[src/rtl/dino_motion_ctrl.sv]
// Dino sprite motion controller: frame-rate jump physics, duck and run animation.
// Optional build macro DINO_FAST_FALL_EN: holding duck while airborne doubles gravity.
module dino_motion_ctrl #(
    parameter logic [9:0] GROUND_Y = 10'd200,
    parameter logic [7:0] JUMP_V0  = 8'd12,
    parameter logic [7:0] GRAVITY  = 8'd1,
    parameter int         ANIM_DIV = 6
) (
    input  logic        clk,
    input  logic        reset_n,
    input  logic        vga_vs,
    input  logic        jump_req,
    input  logic        duck,
    output logic [9:0]  dino_y,
    output logic [1:0]  sprite_sel,
    output logic        anim_frame,
    output logic        airborne,
    output logic [15:0] jump_count
);

    typedef enum logic [1:0] {
        RUN  = 2'd0,
        DUCK = 2'd1,
        AIR  = 2'd2
    } state_t;

    localparam int               DIV_W    = (ANIM_DIV > 1) ? $clog2(ANIM_DIV) : 1;
    localparam logic [DIV_W-1:0] DIV_LAST = DIV_W'(ANIM_DIV - 1);

    state_t            state_reg;
    logic              vs_q_reg;
    logic              jump_pend_reg;
    logic signed [7:0] vel_reg;
    logic [DIV_W-1:0]  div_reg;

    logic               frame_tick;
    logic               jump_now;
    logic [8:0]         grav_dec;
    logic signed [11:0] next_y;
    logic               land;
    logic [9:0]         air_y;
    logic [9:0]         takeoff_y;
    logic signed [7:0]  air_vel;
    logic signed [7:0]  takeoff_vel;

    // Velocity minus a positive decrement, clamped at the most negative value.
    function automatic logic signed [7:0] sat_sub(input logic signed [7:0] v,
                                                  input logic [8:0] d);
        logic signed [9:0] t;
        t = $signed({{2{v[7]}}, v}) - $signed({1'b0, d});
        if (t < -10'sd128)
            return -8'sd128;
        return $signed(t[7:0]);
    endfunction

    assign frame_tick = vs_q_reg & ~vga_vs;
    assign jump_now   = jump_pend_reg | jump_req;

`ifdef DINO_FAST_FALL_EN
    assign grav_dec = duck ? {GRAVITY, 1'b0} : {1'b0, GRAVITY};
`else
    assign grav_dec = {1'b0, GRAVITY};
`endif

    assign next_y = $signed({2'b00, dino_y}) - $signed({{4{vel_reg[7]}}, vel_reg});
    assign land   = vel_reg[7] && (next_y >= $signed({2'b00, GROUND_Y}));
    assign air_y  = next_y[11] ? 10'd0 : next_y[9:0];
    assign air_vel = sat_sub(vel_reg, grav_dec);

    // The take-off frame already moves the sprite, so the arc starts on the jump frame.
    assign takeoff_y   = GROUND_Y - {2'b00, JUMP_V0};
    assign takeoff_vel = sat_sub($signed(JUMP_V0), {1'b0, GRAVITY});

    always_ff @(posedge clk or negedge reset_n) begin
        if (!reset_n) begin
            state_reg     <= RUN;
            vs_q_reg      <= 1'b1;
            jump_pend_reg <= 1'b0;
            vel_reg       <= '0;
            div_reg       <= '0;
            dino_y        <= GROUND_Y;
            sprite_sel    <= 2'd0;
            anim_frame    <= 1'b0;
            airborne      <= 1'b0;
            jump_count    <= '0;
        end else begin
            vs_q_reg <= vga_vs;
            if (frame_tick) begin
                jump_pend_reg <= 1'b0;
                case (state_reg)
                    RUN: begin
                        if (jump_now) begin
                            state_reg  <= AIR;
                            dino_y     <= takeoff_y;
                            vel_reg    <= takeoff_vel;
                            sprite_sel <= 2'd1;
                            airborne   <= 1'b1;
                            div_reg    <= '0;
                        end else if (duck) begin
                            state_reg  <= DUCK;
                            sprite_sel <= 2'd2;
                            div_reg    <= '0;
                        end else if (div_reg == DIV_LAST) begin
                            div_reg    <= '0;
                            anim_frame <= ~anim_frame;
                        end else begin
                            div_reg <= div_reg + 1'b1;
                        end
                    end
                    DUCK: begin
                        dino_y  <= GROUND_Y;
                        div_reg <= '0;
                        if (!duck) begin
                            state_reg  <= RUN;
                            sprite_sel <= 2'd0;
                        end
                    end
                    AIR: begin
                        div_reg <= '0;
                        if (land) begin
                            state_reg  <= RUN;
                            dino_y     <= GROUND_Y;
                            vel_reg    <= '0;
                            sprite_sel <= 2'd0;
                            airborne   <= 1'b0;
                            if (jump_count != 16'hFFFF)
                                jump_count <= jump_count + 16'd1;
                        end else begin
                            dino_y  <= air_y;
                            vel_reg <= air_vel;
                        end
                    end
                    default: begin
                        state_reg  <= RUN;
                        dino_y     <= GROUND_Y;
                        vel_reg    <= '0;
                        sprite_sel <= 2'd0;
                        airborne   <= 1'b0;
                        div_reg    <= '0;
                    end
                endcase
            end else if (jump_req) begin
                jump_pend_reg <= 1'b1;
            end
        end
    end

endmodule

[config.mk]
export PLATFORM = sky130hd
export DESIGN_NAME = dino_motion_ctrl
export DESIGN_NICKNAME = d
export VERILOG_FILES = /design/src/rtl/dino_motion_ctrl.sv
export SDC_FILE = /design/constraint.sdc
export NUM_CORES = 1
export LEC_CHECK = 0
export BUFFER_PORTS_ARGS = -buffer_cell sky130_fd_sc_hd__buf_2
export CAP_MARGIN = 20
export CORE_ASPECT_RATIO = 1.75
export CORE_UTILIZATION = 23
export DETAILED_ROUTE_END_ITERATION = 12
export GPL_ROUTABILITY_DRIVEN = 1
export PLACE_DENSITY = 0.46
export SETUP_SLACK_MARGIN = 0.2
export SLEW_MARGIN = 20
export SYNTH_ARGS = -nofsm -noshare
export SYNTH_HDL_FRONTEND = slang
export SYNTH_SLANG_ARGS = --single-unit
[constraint.sdc]
create_clock -name clk -period 3.8 [get_ports clk]
set_input_delay 0.76 -clock clk [delete_from_list [all_inputs] [get_ports clk]]
set_output_delay 0.76 -clock clk [all_outputs]
set_load 0.01 [all_outputs]
==> out/qor.yml, run 1 <==
routed_wl_mm: 6.78
cp_max_fo: 28
reg2reg_depth: 13
place_inst: 430
clock_latency_ns: 0.29
drt_iter0_markers: 102
clock_sinks: 43
critical_path.slowest_cell: "fa_1"
crit_family: "compound AO/OA/AOI/OAI gates"
n_antenna_cell: 0
r2r-start: "dino_y[0]"
final_cells: 437
first_global_vias: 2228
min_path_cells: 1
place_area_um2: 2950
final_util: 0.281
intPower_mw: 1.53
syn_area_per_cell_um2: 9.80
ys_seq_area_frac: 0.412
synth_nets: 287
root_buffer: "clkbuf_16"
grt_setup_unrepaired: "no"
die_h_um: 143
ys_seq_elements: 43
start_util: 0.237
synth_top_area_share: 0.372
ys.flop_type: "dfrtp_1"
cts_max_level: 2
areaGrowthSynthToFinish_pct: 18.8
synth_area_leaders: "dfrtp_1, ha_1, xnor2_1"
clk_path_buf_depth: 2
yosys.area_share.simple: 0.191
hold_viol: 0
fmax_mhz: 297
critPathCaptureType: "flip-flop"
synthMuxAreaShare: 0.00810
io_buffers: 34
slew_headroom: 0.609
synth_fa_ha_area_frac: 0.0696
switching_share: 0.455
dieWidth_um: 82.8
ff_latch_area_um2: 1080
fill_cells: 1193
arrival_ns: 3.54
hp-class: "reg2reg"
cap_violations: 0
multi_input_comb_area_um2: 1440
whs_endpoint: "anim_frame"
power.switching_mw: 1.28
netlist_area_um2: 2630
die-area_um2: 11900
power_frac_seq: 0.251
synthDistinctLibCells: 55
synth-xor-area-share: 0.0767
ir_worst_vdd_v: 0.000269
crit_path_max_incr_delay_ns: 0.44
ys_top_cells_by_count: "dfrtp_1, nor2_1, xnor2_1, inv_1"
antenna_found_initial: 0
r2r_end: "vel_reg[3]"
crit_type: "reg2reg"
finalPower_mw: 2.81
finalMaxSlewViolations: 0
final_area_um2: 3120
synth_top_family_by_area: "compound AO/OA/AOI/OAI gates"
drive_gt1_frac: 0.193
fin_worst_skew_ns: 0.00565
clk_transition_reported_paths_ns: 0.06
ios: 35
tns_ns: 0
setup_viol: 0
startpoint_type: "flip-flop"
yosysTopAreaCell: "dfrtp_1"
largest_reg_flops: 16
p_clk_frac: 0.174
avgViaCountPerCell: 4.94
track_usage: 0.125
grt_pass1_wl_mm: 11.1
nets: 324
cts_tree: "built"
dp_hpwl_mm: 5.16
combPwrFrac: 0.575
finalCritPeriodShare: 0.886
wl_per_cell_um: 15.5
drt-pass1-iter-count: 4
numCtsBuffers: 5
netlist_instances: 268
fin_crit_ns: 3.37
powerDensity_nw_per_um2: 901
worstHoldStart: "anim_frame"
grt_overflow: 0
required_ns: 3.97
synth.most_common_cell: "dfrtp_1"
vias: 2158
place.gp.congestion: 0.749
grt_max_degree: 44
status: "complete, no violations"
synth_edf_count: 0
leakage_nw: 1.42
ff2ff_setup_slack_ns: 0.43
synth_async_sr_flop_share: 1.00
cp_cell_sequence: "inv_1 > ha_1 > inv_1 > fa_1 > a211oi_4 > o21ai_2 > a21oi_1 > xor2_1 > a311o_1 > a211oi_4 > buf_6 > o31ai_1 > a221o_1"
postCtsHoldBufs: 0
core-area_um2: 11100
ant_nets: 0
yosys_warnings: 0
drc_errors: 0
synth_compound_area_frac: 0.199
rows: 51
tightestPinTransition_ns: 0.587
path_buf_inv: 3
==> cells by family after synthesis <==
group | after synthesis
AO/OA/AOI/OAI | 65
XOR/XNOR | 23
adder cells (fa/ha/maj) | 14
buffers and inverters | 25
flip-flops | 43
multiplexers | 2
AND/OR/NAND/NOR | 96
==> per-layer routing <==
metal / GRT usage / wire, um
met4: 0.0681 / 261
met1: 0.137 / 2560
met2: 0.226 / 3780
met5: 0 / 0
met3: 0.0140 / 175
==> cell usage in the layout, fill, tap and decap left out, drive strengths merged, types with 2 or more instances in the layout <==
cell / netlist / layout
nand2b: 2 / 2
o22a: 2 / 2
o21ai: 9 / 9
nor2b: 3 / 3
clkbuf: 6 / 6
buf: 4 / 40
and2: 5 / 5
dfstp: 4 / 4
nor3: 13 / 13
a21o: 4 / 4
o31ai: 7 / 7
o41ai: 3 / 3
o21a: 2 / 2
xor2: 5 / 5
a221o: 5 / 5
nand4: 11 / 11
dfrtp: 39 / 39
xnor2: 18 / 18
o32a: 2 / 2
and3: 8 / 8
nand3: 8 / 8
a21oi: 11 / 11
nand2: 12 / 12
nor4: 3 / 3
inv: 15 / 15
ha: 13 / 13
a22o: 5 / 5
nor2: 23 / 23
or2: 3 / 3
a31oi: 3 / 3
a211oi: 3 / 3
==> through the flow <==
step | hold WS [ns] | setup WS, ns
finish | 0.463 | 0.435
global route | 0.475 | 0.233
CTS | 0.466 | 0.354
detailed placement | 0.456 | 0.388
global placement | 0.449 | 0.459
floorplan | 0.464 | 0.755
==> final cells by class <==
type,instances,area share
multi-input combinational,200,0.460
sequential,43,0.347
tap,132,0.0529
inverter,15,0.0181
clock inverter,1,0.00963
timing repair buffer,40,0.0710
clock buffer,6,0.0413
==> worst max-delay path by stage <==
| stage | from | end | slack, ns | depth (start not counted) |
|---|---|---|---|---|
| CTS | dino_y[0] | vel_reg[3] | 0.35 | 13 |
| floorplan | dino_y[0] | vel_reg[3] | 0.76 | 13 |
| global placement | dino_y[0] | vel_reg[3] | 0.46 | 13 |
| global route | dino_y[0] | vel_reg[3] | 0.23 | 13 |
| finish | dino_y[0] | vel_reg[3] | 0.43 | 13 |
| detailed placement | dino_y[0] | vel_reg[3] | 0.39 | 13 |
==> power groups by stage <==
stage / Sequential [mW] / Combinational (mW) / Clock, mW
floorplan: 0.701 / 1.23 / 0
global placement: 0.716 / 1.61 / 0
detailed placement: 0.715 / 1.61 / 0
CTS: 0.706 / 1.62 / 0.507
global route: 0.728 / 1.79 / 0.527
finish: 0.704 / 1.62 / 0.489
==> worst reg2reg max path: cells and delay by family, from the launching register on <==
kind,cells,cell delay [ns]
adders and majority gates,2,0.60
AOI/OAI and AO/OA,7,1.76
DFF,1,0.39
xor gates and xnor gates,1,0.11
buffers and inverters,3,0.38
==> timing repair <==
item                       in CTS  in global routing
setup endpoints to repair       0                  4
resized for setup               0                  1
setup buffers                   0                  0
Power figures use the tool's default switching activity.
==> run 2, diff against run 1 <==
--- a/config.mk
+++ b/config.mk
@@ -7,11 +7,14 @@
 export LEC_CHECK = 0
 export BUFFER_PORTS_ARGS = -buffer_cell sky130_fd_sc_hd__buf_2
 export CAP_MARGIN = 20
+export CELL_PAD_IN_SITES_DETAIL_PLACEMENT = 1
+export CELL_PAD_IN_SITES_GLOBAL_PLACEMENT = 2
 export CORE_ASPECT_RATIO = 1.75
 export CORE_UTILIZATION = 23
+export CTS_BUF_LIST = sky130_fd_sc_hd__clkbuf_8
 export DETAILED_ROUTE_END_ITERATION = 12
 export GPL_ROUTABILITY_DRIVEN = 1
-export PLACE_DENSITY = 0.46
+export PLACE_DENSITY = 0.61
 export SETUP_SLACK_MARGIN = 0.2
 export SLEW_MARGIN = 20
 export SYNTH_ARGS = -nofsm -noshare
==> out/qor.yml, run 2 (same netlist as run 1, synthesis figures left out) <==
status: "complete, no violations"
final_area_um2: 3050
drt-pass1-iter-count: 4
ios: 35
grt_max_degree: 44
crit_family: "compound AO/OA/AOI/OAI gates"
required_ns: 3.99
largest_reg_flops: 16
root_buffer: "clkbuf_8"
drive_gt1_frac: 0.195
final_cells: 439
crit_path_max_incr_delay_ns: 0.45
areaGrowthSynthToFinish_pct: 16.0
n_antenna_cell: 0
place_inst: 431
finalMaxSlewViolations: 0
first_global_vias: 2330
cts_resized: 0
final_common_cell: "dfrtp_1"
cts_tree: "built"
layout_common_cells: "dfrtp_1, buf_2, nor2_1, xnor2_1, inv_1"
avgViaCountPerCell: 4.99
hp-class: "in2async"
highest_layer: "met4"
leakage_nw: 1.40
clock_sinks: 43
critical_path.slowest_cell: "dfrtp_1"
grt_setup_unrepaired: "no"
cp_max_fo: 22
ff2ff_setup_slack_ns: 0.34
numCtsBuffers: 5
die-area_um2: 11900
clk_path_buf_depth: 2
dieWidth_um: 82.8
fmax_mhz: 289
tns_ns: 0
die_h_um: 143
setup_viol: 0
vias: 2191
nets: 325
clk_transition_reported_paths_ns: 0.08
rows: 51
cap_violations: 0
slew_headroom: 0.560
crit_path_frequent_cell: "a211oi_4"
cp_cell_sequence: "ha_1 > inv_1 > fa_1 > a211oi_4 > o21ai_2 > a21oi_1 > xor2_1 > a311o_1 > a211oi_4 > buf_4 > o31ai_1 > a221o_1"
drt_iter0_markers: 63
core-area_um2: 11100
routed_wl_mm: 7.31
critPathCaptureType: "flip-flop"
wl_met3_um: 183
post_cts_buffers: 0
fin_crit_ns: 3.46
drc_errors: 0
clock_latency_ns: 0.31
dp_hpwl_mm: 5.64
startpoint_type: "flip-flop"
postCtsHoldBufs: 0
met1_length_mm: 2.88
wl_per_cell_um: 16.6
grt_pass1_wl_mm: 11.9
arrival_ns: 3.65
switching_share: 0.489
path_buf_inv: 2
track_usage: 0.135
tightestPinTransition_ns: 0.660
place_area_um2: 2960
ir_worst_vdd_v: 0.000289
worst-path-stages: 12
p_clk_frac: 0.111
io_buffers: 34
hold_viol: 0
crit_type: "reg2reg"
antenna_found_initial: 0
powerDensity_nw_per_um2: 871
finalCritPeriodShare: 0.911
grt_overflow: 0
place.gp.congestion: 0.748
power.switching_mw: 1.30
route.met2.wl_mm: 4.08
intPower_mw: 1.36
fin_worst_skew_ns: 0.00830
start_util: 0.237
hold-worst-slack_ns: 0.449
combPwrFrac: 0.623
ant_nets: 0
power_frac_seq: 0.267
reg2reg_depth: 12
cts_max_level: 2
## run 2: cell types whose count changed in the layout (fill, tap and decap cells not counted), sizes merged
cell / previous run / this run
buf: 40 / 41
bufinv: 1 / 0
clkbuf: 6 / 5
clkinv: 0 / 1
inv: 15 / 17
## run 2: layer usage
| layer | track usage | up-vias |
|---|---|---|
| li1 | - | 1056 |
| met1 | 0.146 | 1093 |
| met2 | 0.250 | 32 |
| met3 | 0.0216 | 10 |
| met4 | 0.0535 | 0 |
| met5 | 0 | - |
## run 2: layout make-up
| cell class | count | area, um^2 |
|---|---|---|
| Clock inverter | 3 | 12.5 |
| Timing Repair Buffer | 41 | 225 |
| Inverter | 15 | 56.3 |
| Sequential cell | 43 | 1080 |
| Multi-Input combinational cell | 200 | 1440 |
| Tap cell | 132 | 165 |
| Clock buffer | 5 | 68.8 |
| Fill cell | 1308 | 8060 |
## run 2: worst paths after layout
kind | endpoint | startpoint
hold reg to reg | anim_frame | anim_frame
max in group asynchronous | div_reg[1] | reset_n
setup reg to reg | vel_reg[3] | vel_reg[0]
hold / removal | jump_count[3] | reset_n
min in group clk | anim_frame | anim_frame
setup / recovery | vel_reg[3] | vel_reg[0]
## run 2: per-stage QoR
| step | total power [mW] | setup slack, ns | util |
|---|---|---|---|
| floorplan | 1.93 | 0.755 | - |
| global placement | 2.37 | 0.446 | 0.267 |
| detailed placement | 2.39 | 0.379 | 0.267 |
| CTS | 2.70 | 0.343 | 0.274 |
| global route | 2.90 | 0.202 | 0.274 |
| finish | 2.65 | 0.337 | 0.274 |
## run 2: worst reg2reg max path, stage by stage, from the launching register on
cell and delay, ns:
dfrtp_1 0.45, ha_1 0.20, inv_1 0.06, fa_1 0.43
a211oi_4 0.37, o21ai_2 0.12, a21oi_1 0.18, xor2_1 0.11
a311o_1 0.38, a211oi_4 0.26, buf_4 0.31, o31ai_1 0.14
a221o_1 0.36
## run 2: power groups by stage
stage / Clock, mW / Sequential [mW] / Combinational, mW
2_1_floorplan: 0 / 0.701 / 1.23
3_3_place_gp: 0 / 0.716 / 1.66
3_5_place_dp: 0 / 0.720 / 1.67
4_1_cts: 0.308 / 0.711 / 1.68
5_1_grt: 0.324 / 0.730 / 1.84
6_report: 0.293 / 0.707 / 1.65
==> run 3, diff against run 2 <==
--- a/config.mk
+++ b/config.mk
@@ -5,6 +5,7 @@
 export SDC_FILE = /design/constraint.sdc
 export NUM_CORES = 1
 export LEC_CHECK = 0
+export ABC_AREA = 1
 export BUFFER_PORTS_ARGS = -buffer_cell sky130_fd_sc_hd__buf_2
 export CAP_MARGIN = 20
 export CELL_PAD_IN_SITES_DETAIL_PLACEMENT = 1
@@ -14,7 +15,7 @@
 export CTS_BUF_LIST = sky130_fd_sc_hd__clkbuf_8
 export DETAILED_ROUTE_END_ITERATION = 12
 export GPL_ROUTABILITY_DRIVEN = 1
-export PLACE_DENSITY = 0.61
+export PLACE_DENSITY = 0.66
 export SETUP_SLACK_MARGIN = 0.2
 export SLEW_MARGIN = 20
 export SYNTH_ARGS = -nofsm -noshare
==> out/qor.yml, run 3 <==
required_ns: 3.99
yosysTopAreaCell: "dfrtp_1"
startpoint_type: "flip-flop"
arrival_ns: 3.14
ys.flop_type: "dfrtp_1"
synth_fa_ha_area_frac: 0.0622
fin_worst_skew_ns: 0.0159
drt-pass1-iter-count: 4
antenna_found_initial: 0
numCtsBuffers: 5
synth-xor-area-share: 0.0537
ff_latch_area_um2: 1080
synth_compound_area_frac: 0.0691
ant_nets: 0
place.gp.congestion: 0.822
track_usage: 0.162
cp_max_fo: 25
synth_edf_count: 0
path_buf_inv: 2
cap_violations: 0
final_cells: 629
tns_ns: 0
reg2reg_depth: 15
crit_path_frequent_cell: "nand2_1"
clock_latency_ns: 0.31
finalPower_mw: 3.04
synth_area_leaders: "dfrtp_1, nand2_1, inv_1"
grt_max_degree: 28
synth.most_common_cell: "nand2_1"
synthDistinctLibCells: 29
areaGrowthSynthToFinish_pct: 16.8
grt_overflow: 0
rows: 54
synthMuxAreaShare: 0
fill_cells: 1590
clk_path_buf_depth: 2
setup_viol: 0
finalMaxSlewViolations: 0
critical_path.slowest_cell: "dfrtp_1"
start_util: 0.236
largest_reg_flops: 16
cts_resized: 0
grt_setup_unrepaired: "no"
netlist_instances: 421
cts_max_level: 2
nets: 479
crit_family: "simple AND/OR/NAND/NOR gates"
vias: 2779
ios: 35
powerDensity_nw_per_um2: 886
slew_headroom: 0.503
dp_hpwl_mm: 8.25
crit_type: "reg2reg"
yosys.area_share.simple: 0.350
avgViaCountPerCell: 4.42
final_util: 0.276
synth_top_family_by_area: "simple AND/OR/NAND/NOR gates"
drive_gt1_frac: 0.124
postCtsHoldBufs: 0
ys_seq_area_frac: 0.368
fin_crit_ns: 2.95
final_common_cell: "nand2_1"
finalCritPeriodShare: 0.777
cts_tree: "built"
routed_wl_mm: 9.81
leakage_nw: 1.78
r2r_end: "jump_count[15]"
yosys_warnings: 0
hp-class: "in2async"
clk_transition_reported_paths_ns: 0.09
r2r-start: "vel_reg[0]"
ff2ff_setup_slack_ns: 0.85
layout_common_cells: "nand2_1, inv_1, dfrtp_1, nand3_1"
crit_path_max_incr_delay_ns: 0.47
place_inst: 621
dieWidth_um: 87.4
ir_worst_vdd_v: 0.000237
critPathCaptureType: "flip-flop"
hold-worst-slack_ns: 0.463
post_cts_buffers: 0
status: "complete, no violations"
final_area_um2: 3430
drt_iter0_markers: 82
netlist_area_um2: 2940
n_antenna_cell: 0
cp_cell_sequence: "ha_1 > inv_1 > fa_1 > nand3_1 > nand2_1 > nand2_1 > nand3_1 > nand2_1 > nand3_1 > nand3_2 > nand2_4 > nor2_4 > inv_2 > nand2_1 > o21ai_1"
wl_per_cell_um: 15.6
syn_area_per_cell_um2: 6.97
synth_nets: 440
die_h_um: 151
die-area_um2: 13200
place_area_um2: 3300
grt_pass1_wl_mm: 15.6
io_buffers: 34
fmax_mhz: 339
ys_seq_elements: 43
setup_ws_ns: 0.849
core-area_um2: 12400
root_buffer: "clkbuf_8"
tightestPinTransition_ns: 0.743
synth_top_area_share: 0.332
ys_top_cells_by_count: "nand2_1, inv_1, dfrtp_1, nand3_1, nor2_1"
drc_errors: 0
hold_viol: 0
first_global_vias: 2990
clock_sinks: 43
synth_async_sr_flop_share: 1.00
multi_input_comb_area_um2: 1570
post-place-ws_ns: 0.820
==> run 3: changes by cell type in the layout (fill, tap and decap cells not counted), moves of 6 or more <==
cell / before / now
nand2_1: 12 / 140
inv_1: 17 / 66
nand3_1: 8 / 38
nor2_1: 23 / 34
xnor2_1: 18 / 7
and3_1: 8 / 0
buf_4: 8 / 1
o31ai_1: 7 / 1
xor2_1: 5 / 11
==> run 3: how the worst max path moves through the flow <==
| stage | depth (start not counted) | start | end |
|---|---|---|---|
| after floorplan | 17 | dino_y[0] | jump_count[3] |
| after global placement | 15 | vel_reg[0] | jump_count[15] |
| after CTS | 15 | vel_reg[0] | jump_count[5] |
| after detailed placement | 15 | vel_reg[0] | jump_count[5] |
| final | 15 | vel_reg[0] | jump_count[15] |
| after global routing | 15 | vel_reg[0] | jump_count[5] |
==> run 3: cells by family after synthesis <==
family,count (synthesis)
buf+inv,71
fa+ha+maj,14
simple gates,238
compound gates,37
xor+xnor,18
flops,43
==> run 3: layer usage <==
layer	part of all wire	up-vias	global-route usage	wire, um
li1	-	1407	-	-
met2	0.59	37	0.331	5830
met1	0.34	1319	0.148	3320
met4	0.045	0	0.0844	439
met3	0.022	16	0.0196	220
met5	0	-	0	0
==> run 3: where the power goes <==
part | total, mW | switching [mW] | internal (mW)
Clock | 0.432 | 0.171 | 0.260
Sequential | 0.759 | 0.154 | 0.605
Combinational | 1.85 | 1.24 | 0.609
==> run 3: cell type report <==
class / instances / share of cell area
Inverter: 68 / 0.0745
Clock inverter: 3 / 0.0186
Tap cell: 168 / 0.0613
Timing Repair Buffer: 35 / 0.0518
Multi-Input combinational cell: 307 / 0.458
Sequential cell: 43 / 0.315
Clock buffer: 5 / 0.0201
==> run 3: worst reg2reg max path, cell delays in order, from the launching register on <==
cell	delay [ns]
dfrtp_1	0.47
ha_1	0.19
inv_1	0.12
fa_1	0.45
nand3_1	0.14
nand2_1	0.10
nand2_1	0.09
nand3_1	0.07
nand2_1	0.12
nand3_1	0.10
nand3_2	0.10
nand2_4	0.11
nor2_4	0.48
inv_2	0.16
nand2_1	0.09
o21ai_1	0.06
